## config.mk

```make
export PLATFORM = sky130hd
export DESIGN_NAME = mips_fetch_unit
export DESIGN_NICKNAME = d
export VERILOG_FILES = /design/src/rtl/mips_fetch_unit.sv
export SDC_FILE = /design/constraint.sdc
export NUM_CORES = 1
export LEC_CHECK = 0
export ABC_AREA = 1
export CORE_MARGIN = 2
export CORE_UTILIZATION = 55
export DETAILED_ROUTE_END_ITERATION = 12
export PLACE_DENSITY = 0.78
export SYNTH_ARGS = -nofsm -noshare
export SYNTH_HDL_FRONTEND = slang
export SYNTH_SLANG_ARGS = --single-unit
```

## constraint.sdc

```tcl
create_clock -name clk -period 4.15 [get_ports clk]
set_clock_uncertainty 0.1 [all_clocks]
set_input_delay 0.6225 -clock clk [delete_from_list [all_inputs] [get_ports clk]]
set_output_delay 0.6225 -clock clk [all_outputs]
set_load 0.03 [all_outputs]
```

## src/rtl/mips_fetch_unit.sv

```systemverilog
// Instruction fetch stage: owns the PC, issues credit-limited word requests and
// buffers PC-tagged responses in a prefetch FIFO. Optional FETCH_ALIGN_CHECK_EN.
module mips_fetch_unit #(
  parameter logic [31:0] RESET_PC = 32'h0000_0000,
  parameter int          DEPTH    = 4
) (
  input  logic        clk,
  input  logic        rst_n,
  output logic        imem_req,
  output logic [31:0] imem_addr,
  input  logic        imem_ready,
  input  logic        imem_rvalid,
  input  logic [31:0] imem_rdata,
  input  logic        redirect,
  input  logic [31:0] redirect_pc,
  output logic        instr_valid,
  output logic [31:0] instr,
  output logic [31:0] instr_pc,
  input  logic        instr_ready,
  output logic        misalign_err
);

  localparam int AW = $clog2(DEPTH);
  localparam int CW = AW + 1;
  localparam logic [CW:0] DEPTH_W = DEPTH[CW:0];

  logic [31:0]   fetch_pc;
  logic [31:0]   resp_pc;
  logic [CW-1:0] outstanding;
  logic [CW-1:0] squash_cnt;
  logic [CW-1:0] count;
  logic [AW-1:0] wr_ptr;
  logic [AW-1:0] rd_ptr;
  logic [31:0]   pc_mem    [DEPTH];
  logic [31:0]   instr_mem [DEPTH];

  logic          halted;
  logic [31:0]   target_pc;
  logic [CW:0]   credit_used;
  logic          accept;
  logic          push;
  logic          pop;
  logic          drop;

  // Every FIFO slot is either filled or owed by an in-flight request, so the
  // FIFO can never overflow when the response finally returns.
  assign credit_used = {1'b0, count} + {1'b0, outstanding};
  assign imem_req    = rst_n && !redirect && !halted && (credit_used < DEPTH_W);
  assign imem_addr   = fetch_pc;
  assign accept      = imem_req && imem_ready;
  assign drop        = imem_rvalid && (squash_cnt != '0);
  assign push        = imem_rvalid && (squash_cnt == '0) && !redirect;
  assign pop         = (count != '0) && instr_ready && !redirect;

  assign instr_valid = (count != '0);
  assign instr       = instr_mem[rd_ptr];
  assign instr_pc    = pc_mem[rd_ptr];

`ifdef FETCH_ALIGN_CHECK_EN
  assign target_pc = redirect_pc;
  assign halted    = misalign_err;

  always_ff @(posedge clk or negedge rst_n) begin
    if (!rst_n) begin
      misalign_err <= 1'b0;
    end else if (redirect && (redirect_pc[1:0] != 2'b00)) begin
      misalign_err <= 1'b1;
    end
  end
`else
  assign target_pc    = redirect_pc & 32'hFFFF_FFFC;
  assign halted       = 1'b0;
  assign misalign_err = 1'b0;
`endif

  always_ff @(posedge clk or negedge rst_n) begin
    if (!rst_n) begin
      fetch_pc    <= RESET_PC;
      resp_pc     <= RESET_PC;
      outstanding <= '0;
      squash_cnt  <= '0;
    end else begin
      // No request is accepted in a redirect cycle, so one update covers both.
      outstanding <= outstanding + CW'(accept) - CW'(imem_rvalid);
      if (redirect) begin
        fetch_pc   <= target_pc;
        resp_pc    <= target_pc;
        squash_cnt <= outstanding - CW'(imem_rvalid);
      end else begin
        if (accept) fetch_pc <= fetch_pc + 32'd4;
        if (push)   resp_pc  <= resp_pc + 32'd4;
        if (drop)   squash_cnt <= squash_cnt - CW'(1);
      end
    end
  end

  always_ff @(posedge clk or negedge rst_n) begin
    if (!rst_n) begin
      count  <= '0;
      wr_ptr <= '0;
      rd_ptr <= '0;
      for (int i = 0; i < DEPTH; i++) begin
        pc_mem[i]    <= RESET_PC;
        instr_mem[i] <= 32'h0;
      end
    end else if (redirect) begin
      count  <= '0;
      rd_ptr <= wr_ptr;
    end else begin
      if (push) begin
        pc_mem[wr_ptr]    <= resp_pc;
        instr_mem[wr_ptr] <= imem_rdata;
        wr_ptr            <= wr_ptr + AW'(1);
      end
      if (pop) rd_ptr <= rd_ptr + AW'(1);
      count <= count + CW'(push) - CW'(pop);
    end
  end

endmodule

```

==> results.yml, run 1 <==
status:
  status: "finished clean"
floorplanning:
  die_height_um: 173.1
  io_pins: 169
  fp-row-count: 61
  start_util_pct: 56.27
  core_um2: 27930
  die_w_um: 173.1
  die_area_um2: 29950
sta:
  worst_slack_ns: 0.5511
  drv_slew: 0
  tightest_slew_ns: 1.040
  tns_ns: 0
  setup_violations: 0
  period_needed_ns: 3.599
  hold_slack_ns: 0.3764
  slew_headroom_pct: 30.68
  fin_crit_sh_pct: 86.72
  grt_setup_unrepaired: "no"
  finalHoldViolations: 0
  fmax_ghz: 0.2779
cells_and_area:
  insertedDiodeCount: 0
  final_cell_mix: "nand2_1 (488), dfrtp_1 (319), o21ai_0 (223)"
  multi_input_area_um2: 6480
  syn2layout_area_growth_pct: 17.80
  layout_commonest_cell: "nand2_1"
  n_fill_cell: 2367
  seq_area_um2: 8038
  drive_gt1_share_pct: 5.271
  fin_area_um2: 18520
  nNetsFinal: 2149
logic_synthesis:
  synth_compound_area_share_pct: 17.99
  synth.distinct_cells: 40
  synthArstFlopShare_pct: 100.0
  synth_area_um2: 15720
  synth_edf_count: 0
  synth-adder-area-share_pct: 1.528
  seq_area_frac_synth_pct: 51.10
  synth_cells: 1949
  yosysTopAreaCellShare_pct: 51.10
  synth_top_family_by_area: "simple AND/OR/NAND/NOR gates"
  synth.largest_area_cell: "dfrtp_1"
  synth_area_per_cell_um2: 8.065
  synthTopCellsByArea: "dfrtp_1 (51%), nand2_1 (12%), o21ai_0 (7.1%)"
  ys_ff_latch: 321
  synth-simple-area-share_pct: 20.55
  synth_flop_cell: "dfrtp_1"
  yosysWarnings: 0
  synthMuxAreaShare_pct: 0
  synth-xor-area-share_pct: 1.003
placement:
  placed_area_um2: 17370
  dp_slack_ns: 1.039
  detailed_place_hpwl_mm: 26.28
  io_buffer_count: 161
  place_congestion: 0.9287
grt:
  grt_max_degree: 171
  grt_pass1_vias: 13276
  antenna_found_initial: 0
  grt_overflow: 0
  grt_pass1_wl_mm: 67.74
  groute.usage.overall_pct: 27.49
clocking:
  cts_tree: "yes"
  hold_buffers: 1
  post_cts_buffers: 0
  clk_pin_slew_ns: 0.06
  cts_made_buffers: 36
  cts_htree_levels: 2
  cts_sinks: 321
  clockBufferDepth: 3
  clk_latency_ns: 0.52
  cts_resized: 0
  cts_root_buf: "clkbuf_16"
worst_hold_path:
  min_to: "instr_mem[91]"
  min-delay-start: "instr_mem[91]"
  hold_path_depth: 2
  hold_path_class: "flip-flop to flip-flop"
flow_run:
  drv_cap: 0
critical_path:
  worstSetupPathType: "flip-flop to output port"
  regToRegEndpoint: "count[2]"
  arrival_ns: 2.88
  crit-reg2reg-launch: "squash_cnt[0]"
  r2r_setup_slack_ns: 1.54
  worstPathMaxFanout: 28
  cp-start-kind: "flip-flop"
  crit_path_end_kind: "output port"
  worstRegToRegCells: 12
  required_ns: 3.43
power:
  peakVddDrop_mv: 0.4851
  pwr_density_cell_nw_per_um2: 778.4
  leakage_uw: 0.008533
drt:
  wl_per_cell_um: 16.70
  ant_nets: 0
  drcViolationCount: 0
  dr.pass1.iters: 8
  routed_wl_mm: 41.16
  drt-vias-per-instance: 5.611
  vias: 13832
  drt_iter0_markers: 1320
-- worst max-delay path by stage --
stage                     start              to  slack (ns)  cells after the start
CTS                   rd_ptr[1]    instr_pc[13]        0.58                      5
finish                rd_ptr[1]    instr_pc[13]        0.55                      5
floorplan              redirect  outstanding[2]        1.41                     13
global placement    imem_rvalid  instr_mem[122]        1.06                      9
detailed placement  imem_rvalid      pc_mem[98]        1.04                      9
global route          rd_ptr[1]    instr_pc[15]        0.47                      5
-- through the flow --
stage,instances,util (%),total power [uW]
after floorplan,1953,-,9027
after global routing,2465,66.29,15340
final,2465,66.29,14410
after detailed placement,2400,62.20,11390
after CTS,2465,66.29,14480
after global placement,2400,62.20,11190
-- routing by layer --
layer / GRT usage, % / vias to the layer above / wire, um
li1: - / 6626 / -
met1: 37.73 / 6609 / 17660
met4: 9.322 / 0 / 1211
met5: 0 / - / 0
met3: 4.903 / 86 / 2756
met2: 44.37 / 511 / 19530
-- sequential cells by signal, summed over array words and instances (netlist names) --
| register | flops |
|---|---|
| squash_cnt | 3 |
| rd_ptr | 2 |
| imem_addr | 30 |
| instr_mem | 128 |
| resp_pc | 30 |
| count | 3 |
| outstanding | 3 |
| wr_ptr | 2 |
| pc_mem | 120 |
-- layout make-up --
class                   instances  area share (%)
inverters                     138           2.831
well taps                     378           2.554
flip-flops and latches        321           43.41
clock inverters                 7          0.2703
repair buffers                186           10.10
multi-input cells            1378           35.00
clock buffers                  57           5.845
-- critical path, stage by stage (launching register included) --
cell and delay, ns:
dfrtp_2 0.63, inv_2 0.27, buf_4 0.32, o21ai_0 0.15, o22ai_1 0.26, clkdlybuf4s50_1 0.73
-- report_power, final --
part | total (uW) | internal (uW) | switching (uW)
logic | 6310 | 2420 | 3890
clock network | 3040 | 1790 | 1250
registers | 5060 | 4300 | 760
-- cell usage after synthesis (2+ instances only) --
cell,instances
nand2_1,488
dfrtp_1,321
o21ai_0,223
nor2_1,220
o21ai_1,183
inv_1,127
nand3_1,68
o22ai_1,62
clkbuf_1,55
a21oi_1,28
buf_6,26
buf_2,16
ha_1,16
o211ai_1,13
xor2_1,13
buf_4,11
buf_1,7
a31oi_1,6
nand4_1,6
o21ai_2,6
inv_2,5
nor2_2,5
o21bai_1,5
xnor2_1,5
clkinv_1,4
nand2_4,4
o221ai_1,4
and2_1,3
nand2_2,3
nor3_1,3
fa_1,2
inv_4,2
nor2_4,2
-- kinds of logic (layout without fill, tap and decap cells) --
| family | count (synthesis) | in the layout |
|---|---|---|
| buf+inv | 254 | 388 |
| flops | 321 | 321 |
| other cells | 1 | 5 |
| compound gates | 531 | 531 |
| fa+ha+maj | 18 | 18 |
| xor+xnor | 18 | 18 |
| simple gates | 806 | 806 |
Note: power is estimated with default switching activity, not from simulation.
==> run 2, diff against run 1 <==
CORE_ASPECT_RATIO = 0.8   (was not set)
REMOVE_ABC_BUFFERS = 1   (was not set)
==> run 2 against run 1 <==
Maximum frequency down 5.9%. Global-route usage increased by 0.25 points. Sequential cell count unchanged. Utilization is 0.83 points lower. Via count is 0.16% higher. Critical path type unchanged. Largest cell class unchanged.
==> results.yml, run 2 (synthesized netlist as in run 1, its figures left out) <==
sta:
  tns_ns: 0
  finalHoldViolations: 0
  fin_crit_sh_pct: 92.13
  tightest_slew_ns: 0.9434
  grt_setup_unrepaired: "no"
  drv_slew: 0
  slew_headroom_pct: 37.11
  fmax_ghz: 0.2616
  worst_slack_ns: 0.3267
  period_needed_ns: 3.823
  setup_violations: 0
placement:
  dp_slack_ns: 0.8886
  place_congestion: 0.9170
  io_buffer_count: 161
  detailed_place_hpwl_mm: 25.83
  dp.cells: 2386
clocking:
  clockBufferDepth: 3
  cts_tree: "yes"
  cts_sinks: 321
  cts_resized: 0
  cts_root_buf: "clkbuf_16"
  clk_latency_ns: 0.51
  clk_pin_slew_ns: 0.06
  cts_made_buffers: 34
  cts_htree_levels: 2
cells_and_area:
  syn2layout_area_growth_pct: 17.50
  reg_top3: "instr_mem x128, pc_mem x120"
  largest_register_ffs: 128
  nNetsFinal: 2141
  insertedDiodeCount: 0
  n_fill_cell: 2399
  fin_cells: 2446
  final_cell_mix: "nand2_1 (488), dfrtp_1 (319), o21ai_0 (223)"
  layout_commonest_cell: "nand2_1"
  drive_gt1_share_pct: 5.106
  regMostFlops: "instr_mem"
floorplanning:
  die_height_um: 155.2
  die_w_um: 193.0
  die_area_um2: 29960
  core_um2: 28210
  io_pins: 169
  fp-row-count: 55
  start_util_pct: 55.71
critical_path:
  slowest_delay_ns: 0.63
  cp-start-kind: "flip-flop"
  arrival_ns: 3.10
  critPathTopFamily: "buffers and inverters"
  crit_chain: "clkinv_2 -> buf_12 -> o21ai_0 -> o22ai_1 -> clkdlybuf4s50_1"
  regToRegEndpoint: "outstanding[2]"
  required_ns: 3.43
  cp_slowest_cell: "dfrtp_4"
  worstPathMaxFanout: 45
  path_depth: 5
  crit_buf_inv: 3
  crit_path_end_kind: "output port"
  crit-reg2reg-launch: "count[1]"
  r2r_setup_slack_ns: 1.39
  worstSetupPathType: "flip-flop to output port"
  worstRegToRegCells: 12
worst_hold_path:
  min-delay-start: "instr_mem[93]"
  hold_path_depth: 2
  hold_path_class: "flip-flop to flip-flop"
  min_to: "instr_mem[93]"
drt:
  dr.pass1.iters: 5
  wl_per_cell_um: 16.84
  drt_iter0_markers: 1337
  routed_wl_mm: 41.19
  drcViolationCount: 0
  vias: 13854
  drt-vias-per-instance: 5.664
  ant_nets: 0
grt:
  grt_pass1_wl_mm: 66.76
  grt_overflow: 0
  grt_max_degree: 178
  antenna_found_initial: 0
  groute.usage.overall_pct: 27.74
  grt_pass1_vias: 13057
power:
  pwr_density_cell_nw_per_um2: 777.1
  leakage_uw: 0.008510
  peakVddDrop_mv: 0.4985
flow_run:
  drv_cap: 0
status:
  status: "finished clean"
## run 2: cell count changes in the layout (fill, tap and decap cells not counted)
cell / change
clkinvlp_4: +2
buf_12: +3
buf_4: -9
clkinv_2: -1
inv_6: +1
clkinv_8: -1
inv_8: +1
clkbuf_1: -7
clkbuf_16: -3
clkbuf_8: +2
bufinv_16: +1
## run 2: worst max path at each step
stage | startpoint | end
floorplan | rd_ptr[0] | instr[0]
detailed placement | rd_ptr[0] | instr_pc[26]
global route | rd_ptr[0] | instr_pc[26]
finish | rd_ptr[0] | instr_pc[25]
CTS | rd_ptr[0] | instr_pc[7]
global placement | rd_ptr[0] | instr_pc[26]
## run 2: worst register-to-register path, delay by kind of cell, from the launching register on
kind	cells	cell delay (ns)
adders and majority gates	4	1.16
DFF	1	0.45
buffers and inverters	2	0.09
xor gates and xnor gates	2	0.28
and+or+nand+nor	4	0.56
## run 2: metal layers
| metal | track usage, % | vias up | wire length [um] |
|---|---|---|---|
| li1 | - | 6606 | - |
| met1 | 40.74 | 6611 | 18230 |
| met2 | 43.69 | 594 | 18770 |
| met3 | 4.286 | 43 | 3716 |
| met4 | 6.421 | 0 | 474 |
| met5 | 0 | - | 0 |
## run 2: area by class of cell
cell class | count | area (um2) | area share [%]
flip-flops and latches | 321 | 8038 | 43.52
well taps | 370 | 462.9 | 2.507
repair buffers | 180 | 1862 | 10.08
inverters | 138 | 524.3 | 2.839
clock buffers | 49 | 1008 | 5.460
multi-input cells | 1378 | 6480 | 35.09
clock inverters | 10 | 93.84 | 0.5081
## run 2: repair_timing
| action | CTS | global route |
|---|---|---|
| hold endpoints to repair | 24 | 0 |
| hold buffers | 1 | 0 |
| buffers inserted | 0 | 0 |
| endpoints found under the setup margin | 0 | 0 |
## run 2: report_power, final
group          switching [uW]  leakage (uW)  internal [uW]  total (uW)
logic                    3850       0.00381           2420        6270
registers                 795       0.00416           4290        5090
clock network            1240      0.000541           1760        3000
total                    5880       0.00851           8470       14400
## run 2: per-stage QoR
| step | hold slack [ns] | utilization [%] | total power, uW | area [um2] |
|---|---|---|---|---|
| 2_1_floorplan | 0.2269 | - | 8890 | 15030 |
| 3_3_place_gp | 0.3606 | 61.52 | 11140 | 17360 |
| 3_5_place_dp | 0.3693 | 61.52 | 11330 | 17360 |
| 4_1_cts | 0.3854 | 65.46 | 14390 | 18470 |
| 5_1_grt | 0.4045 | 65.46 | 15290 | 18470 |
| 6_report | 0.3789 | 65.46 | 14350 | 18470 |
==> run 3, diff against run 2 <==
CORE_MARGIN = 4   (was 2)
==> run 3 against run 2 <==
Count of clock-buffer cells in the layout grew 3. Largest cell class unchanged. Via count shrank 0.65%. Wire length grew 0.52%. Power shrank 0.39%. Die area grew 4.7%.
==> results.yml, run 3 (synthesized netlist as in run 1, its figures left out) <==
clocking:
  clk_latency_ns: 0.51
  cts_resized: 0
  cts_made_buffers: 34
  clk_pin_slew_ns: 0.06
  cts_root_buf: "clkbuf_16"
  cts_tree: "yes"
  cts_htree_levels: 2
  clockBufferDepth: 3
  hold_buffers: 1
  post_cts_buffers: 0
  cts_sinks: 321
cells_and_area:
  regMostFlops: "instr_mem"
  nNetsFinal: 2141
  reg_top3: "instr_mem x128, pc_mem x120"
  final_util_pct: 65.31
  insertedDiodeCount: 0
  syn2layout_area_growth_pct: 17.23
  drive_gt1_share_pct: 4.964
  n_fill_cell: 2401
  layout_commonest_cell: "nand2_1"
  largest_register_ffs: 128
  fin_area_um2: 18430
  final_cell_mix: "nand2_1 (488), dfrtp_1 (319), o21ai_0 (223)"
sta:
  period_needed_ns: 3.680
  grt_setup_unrepaired: "no"
  hold_slack_ns: 0.3800
  slew_headroom_pct: 33.18
  drv_slew: 0
  finalHoldViolations: 0
  setup_violations: 0
  tns_ns: 0
  tightest_slew_ns: 1.002
  worst_slack_ns: 0.4704
  fin_crit_sh_pct: 88.67
  fmax_ghz: 0.2718
power:
  power_frac_clock_pct: 20.6
  peakVddDrop_mv: 0.6823
  p_sw_uw: 5855
  leakage_uw: 0.008493
  pwr_density_cell_nw_per_um2: 775.9
  p_comb_share_pct: 44.0
  seq_power_share_pct: 35.3
  sw_frac_of_total_pct: 40.95
  intPower_uw: 8442
floorplanning:
  die_height_um: 159.2
  start_util_pct: 55.71
  core_um2: 28210
  die_w_um: 197.0
  fp-row-count: 55
  die_area_um2: 31370
  io_pins: 169
drt:
  vias: 13764
  wl_per_cell_um: 16.93
  drt_iter0_markers: 1196
  drt-vias-per-instance: 5.629
  dr.pass1.iters: 6
  drcViolationCount: 0
  routed_wl_mm: 41.40
  ant_nets: 0
placement:
  dp_slack_ns: 0.8201
  placed_area_um2: 17330
  detailed_place_hpwl_mm: 25.98
  io_buffer_count: 161
  place_congestion: 0.9101
grt:
  grtUsageMet2_pct: 41.11
  grt_use_met3_pct: 4.908
  grt_pass1_vias: 13517
  grtUsageMet1_pct: 38.15
  top_usage_layer: "met2"
  antenna_found_initial: 0
  groute.usage.overall_pct: 26.17
  grt_overflow: 0
  grt_pass1_wl_mm: 68.49
  grt_max_degree: 146
critical_path:
  cp-start-kind: "flip-flop"
  r2r_setup_slack_ns: 1.39
  worstPathMaxFanout: 88
  crit_path_end_kind: "output port"
  required_ns: 3.43
  worstSetupPathType: "flip-flop to output port"
  arrival_ns: 2.96
worst_hold_path:
  hold_path_class: "flip-flop to flip-flop"
status:
  status: "finished clean"
flow_run:
  drv_cap: 0
-- run 3: per-layer routing --
layer | share of wire, % | up-vias | wire length (um)
met4 | 1.5 | 0 | 631
met5 | 0 | - | 0
li1 | - | 6618 | -
met2 | 45 | 534 | 18690
met1 | 45 | 6552 | 18710
met3 | 8.1 | 60 | 3373
-- run 3: area by class of cell --
cell class              instances  area [um2]  share of cell area, %
flip-flops and latches        321        8038                  43.62
multi-input cells            1378        6480                  35.17
repair buffers                180        1837                  9.968
clock buffers                  52        1052                  5.711
inverters                     138       524.3                  2.845
well taps                     370       462.9                  2.512
clock inverters                 6       32.53                 0.1765
-- run 3: worst max-delay path, cell delays in order, from the launching register on --
cell and delay (ns):
dfrtp_4 0.49, clkinv_2 0.06, buf_4 0.71, o21ai_0 0.22, o22ai_1 0.20, clkdlybuf4s50_1 0.76
-- run 3: final timing paths --
path,cells after the start,from,end
min,2,instr_mem[34],instr_mem[34]
max reg2reg,12,outstanding[2],outstanding[2]
min in group asynchronous,2,rst_n,instr_mem[21]
max,5,rd_ptr[0],instr_pc[8]
min reg2reg,2,instr_mem[34],instr_mem[34]
max in group asynchronous,4,rst_n,resp_pc[27]
-- run 3: metrics by stage --
stage	total power, uW	instances
after floorplan	8890	1837
after global placement	11150	2386
after detailed placement	11340	2386
after CTS	14350	2445
after global routing	15230	2445
final	14300	2445
-- run 3: power by group through the flow --
stage	Sequential (uW)	Clock [uW]	Combinational (uW)
after CTS	5030	3000	6320
after detailed placement	5060	0	6280
after global routing	5200	3140	6890
after floorplan	5090	0	3800
final	5050	2950	6300
after global placement	5020	0	6130
